[src/rtl/mem_responder_if.sv]
// CPU memory bus, program-loader stream and I/O port seen by mem_responder.
// The processor/board side uses master; the responder uses slave.
interface mem_responder_if;
    localparam int unsigned DATA_W = 8;
    localparam int unsigned ADDR_W = 8;

    // CPU memory bus
    logic [ADDR_W-1:0] mem_addr;
    logic [DATA_W-1:0] mem_in;
    logic [DATA_W-1:0] mem_out;
    logic              write;
    logic              cpu_reset;

    // byte-stream program loader
    logic [DATA_W-1:0] ld_data;
    logic              ld_valid;
    logic              ld_ready;
    logic              reload;
    logic              loaded;

    // memory-mapped I/O port
    logic [DATA_W-1:0] io_in;
    logic [DATA_W-1:0] io_out;
    logic              io_strobe;

    modport master (
        output mem_addr, mem_in, write, ld_data, ld_valid, reload, io_in,
        input  mem_out, cpu_reset, ld_ready, loaded, io_out, io_strobe
    );

    modport slave (
        input  mem_addr, mem_in, write, ld_data, ld_valid, reload, io_in,
        output mem_out, cpu_reset, ld_ready, loaded, io_out, io_strobe
    );
endinterface

[src/rtl/mem_responder.sv]
// 256x8 RAM responder for the 8-bit CPU with a header-driven program loader
// that holds the CPU in reset until the image is in memory, plus one I/O port.
module mem_responder #(
    parameter logic [7:0] IO_ADDR = 8'hFF,
    parameter bit         IO_EN   = 1'b1
) (
    input  logic            clk,
    input  logic            reset,
    mem_responder_if.slave  bus
);
    localparam int unsigned DATA_W = 8;
    localparam int unsigned ADDR_W = 8;
    localparam int unsigned DEPTH  = 1 << ADDR_W;

    typedef enum logic [1:0] {
        HDR_ADDR = 2'd0,
        HDR_LEN  = 2'd1,
        DATA     = 2'd2,
        RUN      = 2'd3
    } state_t;

    state_t state;
    state_t next_state;

    logic [ADDR_W-1:0] ptr;
    logic [DATA_W-1:0] cnt;
    logic [DATA_W-1:0] ram [DEPTH];

    logic              io_hit;
    logic              ld_ready_c;
    logic              ld_xfer;
    logic              io_wr;
    logic              ram_we;
    logic [ADDR_W-1:0] ram_waddr;
    logic [DATA_W-1:0] ram_wdata;

    logic              cpu_reset_q;
    logic              loaded_q;
    logic [DATA_W-1:0] io_out_q;
    logic              io_strobe_q;

    assign io_hit = IO_EN && (bus.mem_addr == IO_ADDR);

    // State register
    always_ff @(posedge clk) begin
        if (reset) begin
            state <= HDR_ADDR;
        end else begin
            state <= next_state;
        end
    end

    // Next-state logic; reload overrides any pending transfer
    always_comb begin
        next_state = state;
        if (bus.reload) begin
            next_state = HDR_ADDR;
        end else begin
            case (state)
                HDR_ADDR: if (bus.ld_valid) next_state = HDR_LEN;
                HDR_LEN:  if (bus.ld_valid) next_state = DATA;
                DATA:     if (bus.ld_valid && cnt == DATA_W'(1)) next_state = RUN;
                RUN:      next_state = RUN;
                default:  next_state = HDR_ADDR;
            endcase
        end
    end

    // Output/control decode: handshake and a single RAM write port shared by
    // the loader (load states) and the CPU (RUN only)
    always_comb begin
        ld_ready_c = 1'b0;
        ld_xfer    = 1'b0;
        io_wr      = 1'b0;
        ram_we     = 1'b0;
        ram_waddr  = ptr;
        ram_wdata  = bus.ld_data;
        if (!bus.reload) begin
            case (state)
                HDR_ADDR, HDR_LEN: begin
                    ld_ready_c = 1'b1;
                    ld_xfer    = bus.ld_valid;
                end
                DATA: begin
                    ld_ready_c = 1'b1;
                    ld_xfer    = bus.ld_valid;
                    ram_we     = bus.ld_valid;
                end
                RUN: begin
                    if (bus.write) begin
                        if (io_hit) begin
                            io_wr = 1'b1;
                        end else begin
                            ram_we    = 1'b1;
                            ram_waddr = bus.mem_addr;
                            ram_wdata = bus.mem_in;
                        end
                    end
                end
                default: ;
            endcase
        end
    end

    // Load pointer and remaining byte count (0 encodes 256)
    always_ff @(posedge clk) begin
        if (reset) begin
            ptr <= '0;
            cnt <= '0;
        end else if (ld_xfer) begin
            case (state)
                HDR_ADDR: ptr <= bus.ld_data;
                HDR_LEN:  cnt <= bus.ld_data;
                DATA: begin
                    ptr <= ptr + ADDR_W'(1);
                    cnt <= cnt - DATA_W'(1);
                end
                default: ;
            endcase
        end
    end

    // RAM has no reset so an image survives a board reset
    always_ff @(posedge clk) begin
        if (ram_we && !reset) begin
            ram[ram_waddr] <= ram_wdata;
        end
    end

    // Registered status and I/O outputs; cpu_reset/loaded track the state
    // being entered so they change on the same edge as the FSM
    always_ff @(posedge clk) begin
        if (reset) begin
            cpu_reset_q <= 1'b1;
            loaded_q    <= 1'b0;
            io_out_q    <= '0;
            io_strobe_q <= 1'b0;
        end else begin
            cpu_reset_q <= (next_state != RUN);
            loaded_q    <= (next_state == RUN);
            io_strobe_q <= io_wr;
            if (io_wr) begin
                io_out_q <= bus.mem_in;
            end
        end
    end

    assign bus.mem_out   = io_hit ? bus.io_in : ram[bus.mem_addr];
    assign bus.ld_ready  = ld_ready_c;
    assign bus.cpu_reset = cpu_reset_q;
    assign bus.loaded    = loaded_q;
    assign bus.io_out    = io_out_q;
    assign bus.io_strobe = io_strobe_q;
endmodule

[src/flat_wrapper.sv]
// flat-port wrapper written by rule: the top's interface ports become plain ports
module mem_responder_flat 
#(
    parameter logic [7:0] IO_ADDR = 8'hFF,
    parameter bit         IO_EN   = 1'b1
)
  (clk, reset, bus_mem_addr, bus_mem_in, bus_write, bus_ld_data, bus_ld_valid, bus_reload, bus_io_in, bus_mem_out, bus_cpu_reset, bus_ld_ready, bus_loaded, bus_io_out, bus_io_strobe);
  mem_responder_if bus_i ();
  input  logic clk;
  input  logic reset;
  input wire logic [$bits(bus_i.mem_addr)-1:0] bus_mem_addr;
  input wire logic [$bits(bus_i.mem_in)-1:0] bus_mem_in;
  input wire logic [$bits(bus_i.write)-1:0] bus_write;
  input wire logic [$bits(bus_i.ld_data)-1:0] bus_ld_data;
  input wire logic [$bits(bus_i.ld_valid)-1:0] bus_ld_valid;
  input wire logic [$bits(bus_i.reload)-1:0] bus_reload;
  input wire logic [$bits(bus_i.io_in)-1:0] bus_io_in;
  output wire logic [$bits(bus_i.mem_out)-1:0] bus_mem_out;
  output wire logic [$bits(bus_i.cpu_reset)-1:0] bus_cpu_reset;
  output wire logic [$bits(bus_i.ld_ready)-1:0] bus_ld_ready;
  output wire logic [$bits(bus_i.loaded)-1:0] bus_loaded;
  output wire logic [$bits(bus_i.io_out)-1:0] bus_io_out;
  output wire logic [$bits(bus_i.io_strobe)-1:0] bus_io_strobe;
  assign bus_i.mem_addr = bus_mem_addr;
  assign bus_i.mem_in = bus_mem_in;
  assign bus_i.write = bus_write;
  assign bus_i.ld_data = bus_ld_data;
  assign bus_i.ld_valid = bus_ld_valid;
  assign bus_i.reload = bus_reload;
  assign bus_i.io_in = bus_io_in;
  assign bus_mem_out = bus_i.mem_out;
  assign bus_cpu_reset = bus_i.cpu_reset;
  assign bus_ld_ready = bus_i.ld_ready;
  assign bus_loaded = bus_i.loaded;
  assign bus_io_out = bus_i.io_out;
  assign bus_io_strobe = bus_i.io_strobe;
  mem_responder #(.IO_ADDR(IO_ADDR), .IO_EN(IO_EN)) u_core (.clk(clk), .reset(reset), .bus(bus_i));
endmodule
[config.mk]
export PLATFORM = sky130hd
export DESIGN_NAME = mem_responder_flat
export DESIGN_NICKNAME = d
export VERILOG_FILES = /design/src/rtl/mem_responder_if.sv /design/src/rtl/mem_responder.sv /design/src/flat_wrapper.sv
export SDC_FILE = /design/constraint.sdc
export NUM_CORES = 2
export LEC_CHECK = 0
export ABC_AREA = 0
export BUFFER_PORTS_ARGS = -buffer_cell sky130_fd_sc_hd__clkbuf_2
export CAP_MARGIN = 20
export CORE_UTILIZATION = 57
export CTS_BUF_LIST = sky130_fd_sc_hd__clkbuf_16
export DETAILED_ROUTE_END_ITERATION = 10
export GPL_TIMING_DRIVEN = 1
export PLACE_DENSITY = 0.79
export SYNTH_ARGS = -nofsm -noshare
export SYNTH_HDL_FRONTEND = slang
export SYNTH_SLANG_ARGS = --single-unit
[constraint.sdc]
create_clock -name clk -period 3.95 [get_ports clk]
set_input_delay 0.395 -clock clk [delete_from_list [all_inputs] [get_ports clk]]
set_output_delay 0.395 -clock clk [all_outputs]
set_load 0.01 [all_outputs]
# == Word-level counts from Yosys, hierarchy flattened ==
# Memories as Yosys holds them, arrays and structs flattened.
# Index checks and enable logic that the tools add are counted.
# totals
register_bits,29
mem_bits_rw,2048
inputBits,37
output_inout_bits,20
word_cells,56
mem_count,1
# memory_table
memory,words,word_bits,read_ports,rd_ports_with_merged_regs,write_ports,line_no,source
u_core.ram,256,8,1,0,1,mem_responder.sv:27,logic [DATA_W-1:0] ram [DEPTH];
# op_classes
n_addsub,2
n_eq_ne,7
muxes,30
n_reduce_logical,9
# op_table
cell,n
two-way mux 8 bit,9
case mux 8 bit (2 select lines),2
two-way mux 1 bit,13
"adder 8 x 1 -> 8 bit, second input constant",1
"== test 8 x 1 -> 1 bit, second input constant",1
"== test 8 bit, second input constant",1
two-way mux 2 bit,4
case mux 2 bit (4 select lines),1
"subtractor 8 x 1 -> 8 bit, second input constant",1
"== test 2 bit, second input constant",3
AND reduction 2 bit,2
nonzero test 2 bit,2
OR reduction 3 bit,1
"== test 2 x 1 -> 1 bit, second input constant",1
logical AND 1 bit,2
logical NOT 2 bit,1
"inequality test 2 bit, second input constant",1
case mux 1 bit (2 select lines),1
logical NOT 1 bit,1

# == Logic depth before layout (Yosys ltp) ==
# logic_depth
word_depth,8
depth_mapped,13
mapped_depth_nobuf,8

# == Worst setup path after synthesis ==
# Ideal clock, no wire load.
# synth_timing
kind,input to register
start,input port bus_mem_addr[2]
end,memory u_core.ram[0][0] (data pin)
setup_time_ns,0.556
arrival_ns,3.253
t_required_ns,3.394
setup_slack_ns,0.141
stages,6
path_buffers,2
path_cell_list,buf_2 > nand2_1 > nor4_4 > nor2_4 > buf_2 > mux2_2
# synth_between
elab_chain_cells,5
# synth_lines
item,line_no,source
start: declaration,flat_wrapper.sv:11,input wire logic [$bits(bus_i.mem_addr)-1:0] bus_mem_addr;
== test 8 bit,mem_responder.sv:42,assign io_hit = IO_EN && (bus.mem_addr == IO_ADDR);
two-way mux 8 bit,mem_responder.sv:91,if (io_hit) begin
two-way mux 8 bit,mem_responder.sv:90,if (bus.write) begin
two-way mux 8 bit,mem_responder.sv:79,case (state)
two-way mux 8 bit,mem_responder.sv:78,if (!bus.reload) begin
via u_core.ram_wdata[0],mem_responder.sv:35,logic [DATA_W-1:0] ram_wdata;
end: declaration,mem_responder.sv:27,
# The timed path passes the listed nets, and every way through them passes these cells.

# == Worst setup path after layout ==
# layout_timing
start,memory u_core.ram[210][3]
end,output port bus_mem_out[3]
# layout_between
elab_chain_cells,2
# layout_lines
item,line_no,source
memory (256 x 8 bit),n/a,
two-way mux 8 bit,mem_responder.sv:148,assign bus.mem_out = io_hit ? bus.io_in : ram[bus.mem_addr];
end: declaration,flat_wrapper.sv:18,output wire logic [$bits(bus_i.mem_out)-1:0] bus_mem_out;
# Every way passes these cells.

==> results.tsv <==
stage	metric	value	unit
grt	pin count of the biggest net entering global routing	155	
layout	area of the multi-input gates	18460	µm²
floorplanning	DIE WIDTH	380.8	µm
drt	top layer in use	met5	
worst_setup_path	Worst EP required	3.56	ns
worst_setup_path	crit path DAT	3.56	ns
grt	first-pass GRT wire length	315800	µm
clocking	root buf cell	clkbuf_16	
run_status	outcome	finished, violations left	
drt	Routed wire per std cell	32.84	µm
layout	# nets final	4715	
synthesis	Post-Syn Instances	4112	
clocking	Clock Path Buffers	3	
worst_setup_path	Top Family by Delay on Critical Path	simple AND/OR/NAND/NOR gates	
place	placed cells	6351	
timing	final setup vio count	1	
floorplanning	die area	145000	µm²
worst_setup_path	endpoint class of the critical path	output pin	
timing	Worst slew margin	0.2585	
synthesis	Cell variety after synth	68	
clocking	CTS tree	yes	
synthesis	Mapped Nets	4158	
synthesis	Post-synth EDFFs	2048	
synthesis	sequential fraction of the synthesis area	0.7591	
worst_setup_path	Worst Setup Start Kind	flop	
clocking	cts bufs inserted	191	
grt	GR Overflow Total	0	
worst_setup_path	Worst path max stage delay	0.49	ns
worst_setup_path	Critical Path Source	u_core.ram[210][3]	
drt	Post-DRT Antenna Nets	0	
worst_setup_path	Reg2Reg Launch Point	u_core.state[1]	
clocking	clock latency at the later pin of the worst-skew pair	0.85	ns
drt	routed length on met3	26840	µm
layout	Area Overhead vs Synth	15.43	%
power_and_ir_drop	Pleak	31.14	nW
synthesis	cell area after synthesis	81780	µm²
worst_hold_path	worst hold path class	in -> reg	
worst_setup_path	Critical Path Fanout Max	1	
timing	Final Hold Vio Count	0	
synthesis	ys async rst share	0	
place	placed inst area	87890	µm²
synthesis	Area contributors post-synth	edfxtp_1 (75%), mux4_2 (12%), mux2i_1 (2.6%)	
synthesis	Synth Warn #	0	
grt	GRT Overall Usage	0.3045	
synthesis	Yosys top cell area share	0.7520	
drt	vias	45760	
synthesis	Avg Cell Area, Syn	19.89	µm²
synthesis	Top FF cell, synth	edfxtp_1	
floorplanning	Ports	57	
run_status	failing checks	negative setup slack	
worst_hold_path	HP Start	bus_ld_valid	
power_and_ir_drop	PD cells	479.4	nW/µm²
worst_setup_path	worst path cell trace	mux4_2 > nor2_1 > o21ai_0 > and3b_1 > nor4_2 > and4_1 > o21ai_1 > clkbuf_2	
floorplanning	Initial Util	0.5762	
synthesis	register bit total from synthesis	2077	
floorplanning	Core Rows	138	
drt	routed wl met2	104000	µm
layout	Fillers	8597	
drt	DRC	0	
grt	vias in the first global route	45520	
floorplanning	core footprint	141900	µm²
clocking	# Post-CTS Setup Buffers	0	
layout	final cell count without fillers	6725	
worst_setup_path	flop-to-flop setup slack	0.31	ns
timing	WHS	0.04055	ns
timing	unrepaired setup endpoints after global routing	false	
synthesis	top cells by instance count after synthesis	edfxtp_1 (2,048), mux4_2 (444), nor2_1 (340)	
timing	f_max	252.7	MHz
place	placer congestion estimate	0.9741	
synthesis	leading area contributor after synthesis	edfxtp_1	
drt	via density per instance	6.805	
drt	Iter 0 DRT Violations	6922	
worst_setup_path	slowest stage cell, crit path	mux4_2	
clocking	Clock transition at path regs	0.06	ns
synthesis	count leader, synth	edfxtp_1	
timing	Worst Slack Setup Final	-0.006502	ns
timing	post-route clock period utilization	1.002	
place	HPWL Detailed	134100	µm
clocking	clock sinks	2077	
place	PortBufs	56	
power_and_ir_drop	Peak VDD IR	0.5503	mV
clocking	H-tree depth	4	
layout	register area	62080	µm²
grt	initial antenna violation count	7	
timing	max-slew violations	0	
job	MaxCap Viol Count	0	
layout	share of layout cells above drive strength 1	0.2819	
floorplanning	Die Y	380.8	µm
worst_setup_path	CP Class	reg -> out	
timing	post-route minimum period	3.957	ns
drt	drt first pass iters	7	
layout	Final Cell Area	94400	µm²
timing	worst-margin pin slew	1.112	ns
drt	M1 wire length	77250	µm
drt	final WL	220800	µm
worst_setup_path	critical path buffer and inverter count	1	
timing	Setup Skew	0.04458	ns
sequential cells by signal, indices dropped and copies added, names as in the netlist:
name	count
u_core.ram	2048
u_core.state	2
u_core.bus.io_out	8
u_core.bus.loaded	1
u_core.bus.cpu_reset	1
u_core.bus.io_strobe	1
u_core.ptr	8
u_core.cnt	8
layout by cell type, fill, tap and decap left out, types with 21 or more instances in the layout:
| cell | netlist | layout |
|---|---|---|
| a21oi_1 | 89 | 89 |
| a22oi_1 | 26 | 26 |
| and3b_1 | 21 | 21 |
| buf_12 | 0 | 49 |
| buf_4 | 24 | 492 |
| bufinv_16 | 0 | 23 |
| clkbuf_16 | 0 | 194 |
| clkbuf_2 | 0 | 52 |
| clkinv_1 | 0 | 44 |
| clkinv_2 | 0 | 38 |
| dfxtp_1 | 29 | 29 |
| edfxtp_1 | 2048 | 2048 |
| inv_1 | 13 | 51 |
| mux2i_1 | 214 | 214 |
| mux4_2 | 444 | 444 |
| nand2_1 | 177 | 176 |
| nand3_1 | 36 | 36 |
| nor2_1 | 340 | 338 |
| nor3_1 | 32 | 31 |
| o21ai_0 | 56 | 55 |
| o221ai_1 | 73 | 73 |
| o22ai_1 | 47 | 47 |
stage by stage:
stage	total power, mW	utilization	setup TNS, ns	setup WS [ns]
after global routing	46.16	0.6651	0	0.002244
after global placement	27.01	0.6193	-0.1317	-0.1317
after floorplan	26.11	-	0	0.1409
after detailed placement	27.06	0.6193	-0.1332	-0.1166
final	45.26	0.6651	-0.006502	-0.006502
after CTS	45.25	0.6648	0	0.02816
worst paths after layout:
path,to,cells past startpoint
min reg2reg,u_core.bus.io_out[2],2
max,bus_mem_out[3],8
max reg2reg,u_core.ram[57][1],10
min,u_core.bus.cpu_reset,4
final cells by class:
type | count | area share
Clock inverter | 162 | 0.01515
Clock buffer | 194 | 0.05143
Inverter | 15 | 0.0006760
Sequential cell | 2077 | 0.6576
Multi-Input combinational cell | 1773 | 0.1955
Timing Repair Buffer | 611 | 0.05448
Tap cell | 1890 | 0.02505
Antenna cell | 3 | 0.00007953
logic make-up (layout without fill, tap and decap cells):
group,after synthesis,count (layout),synth area share
AO/OA/AOI/OAI,408,408,0.03470
buffers and inverters,262,982,0.01770
flip-flops,2077,2077,0.7591
multiplexers,672,672,0.1504
other,0,3,0
adder cells (fa/ha/maj),9,9,0.001377
AND/OR/NAND/NOR,684,684,0.03669
per-layer routing:
metal,GRT usage,vias up
li1,-,18010
met4,0.1553,12
met5,0.002315,-
met2,0.4745,3537
met3,0.07682,682
met1,0.4013,23520
tightest hold or removal path: stages:
cell and delay, ns:
clkbuf_2 0.16, nand2b_1 0.12, a221oi_1 0.08, nand2_1 0.09
what timing repair did:
action	CTS	global route
resized for setup	6	6
hold buffers	15	0
hold endpoints to repair	23	0
setup endpoints to repair	6	5
report_power, final:
part / internal, mW / switching, mW / total, mW
registers: 24.2 / 0.0192 / 24.2
clock network: 10.4 / 8.13 / 18.6
logic: 0.893 / 1.57 / 2.46
total: 35.5 / 9.72 / 45.3
No activity file was read; power rests on OpenSTA's default activity.
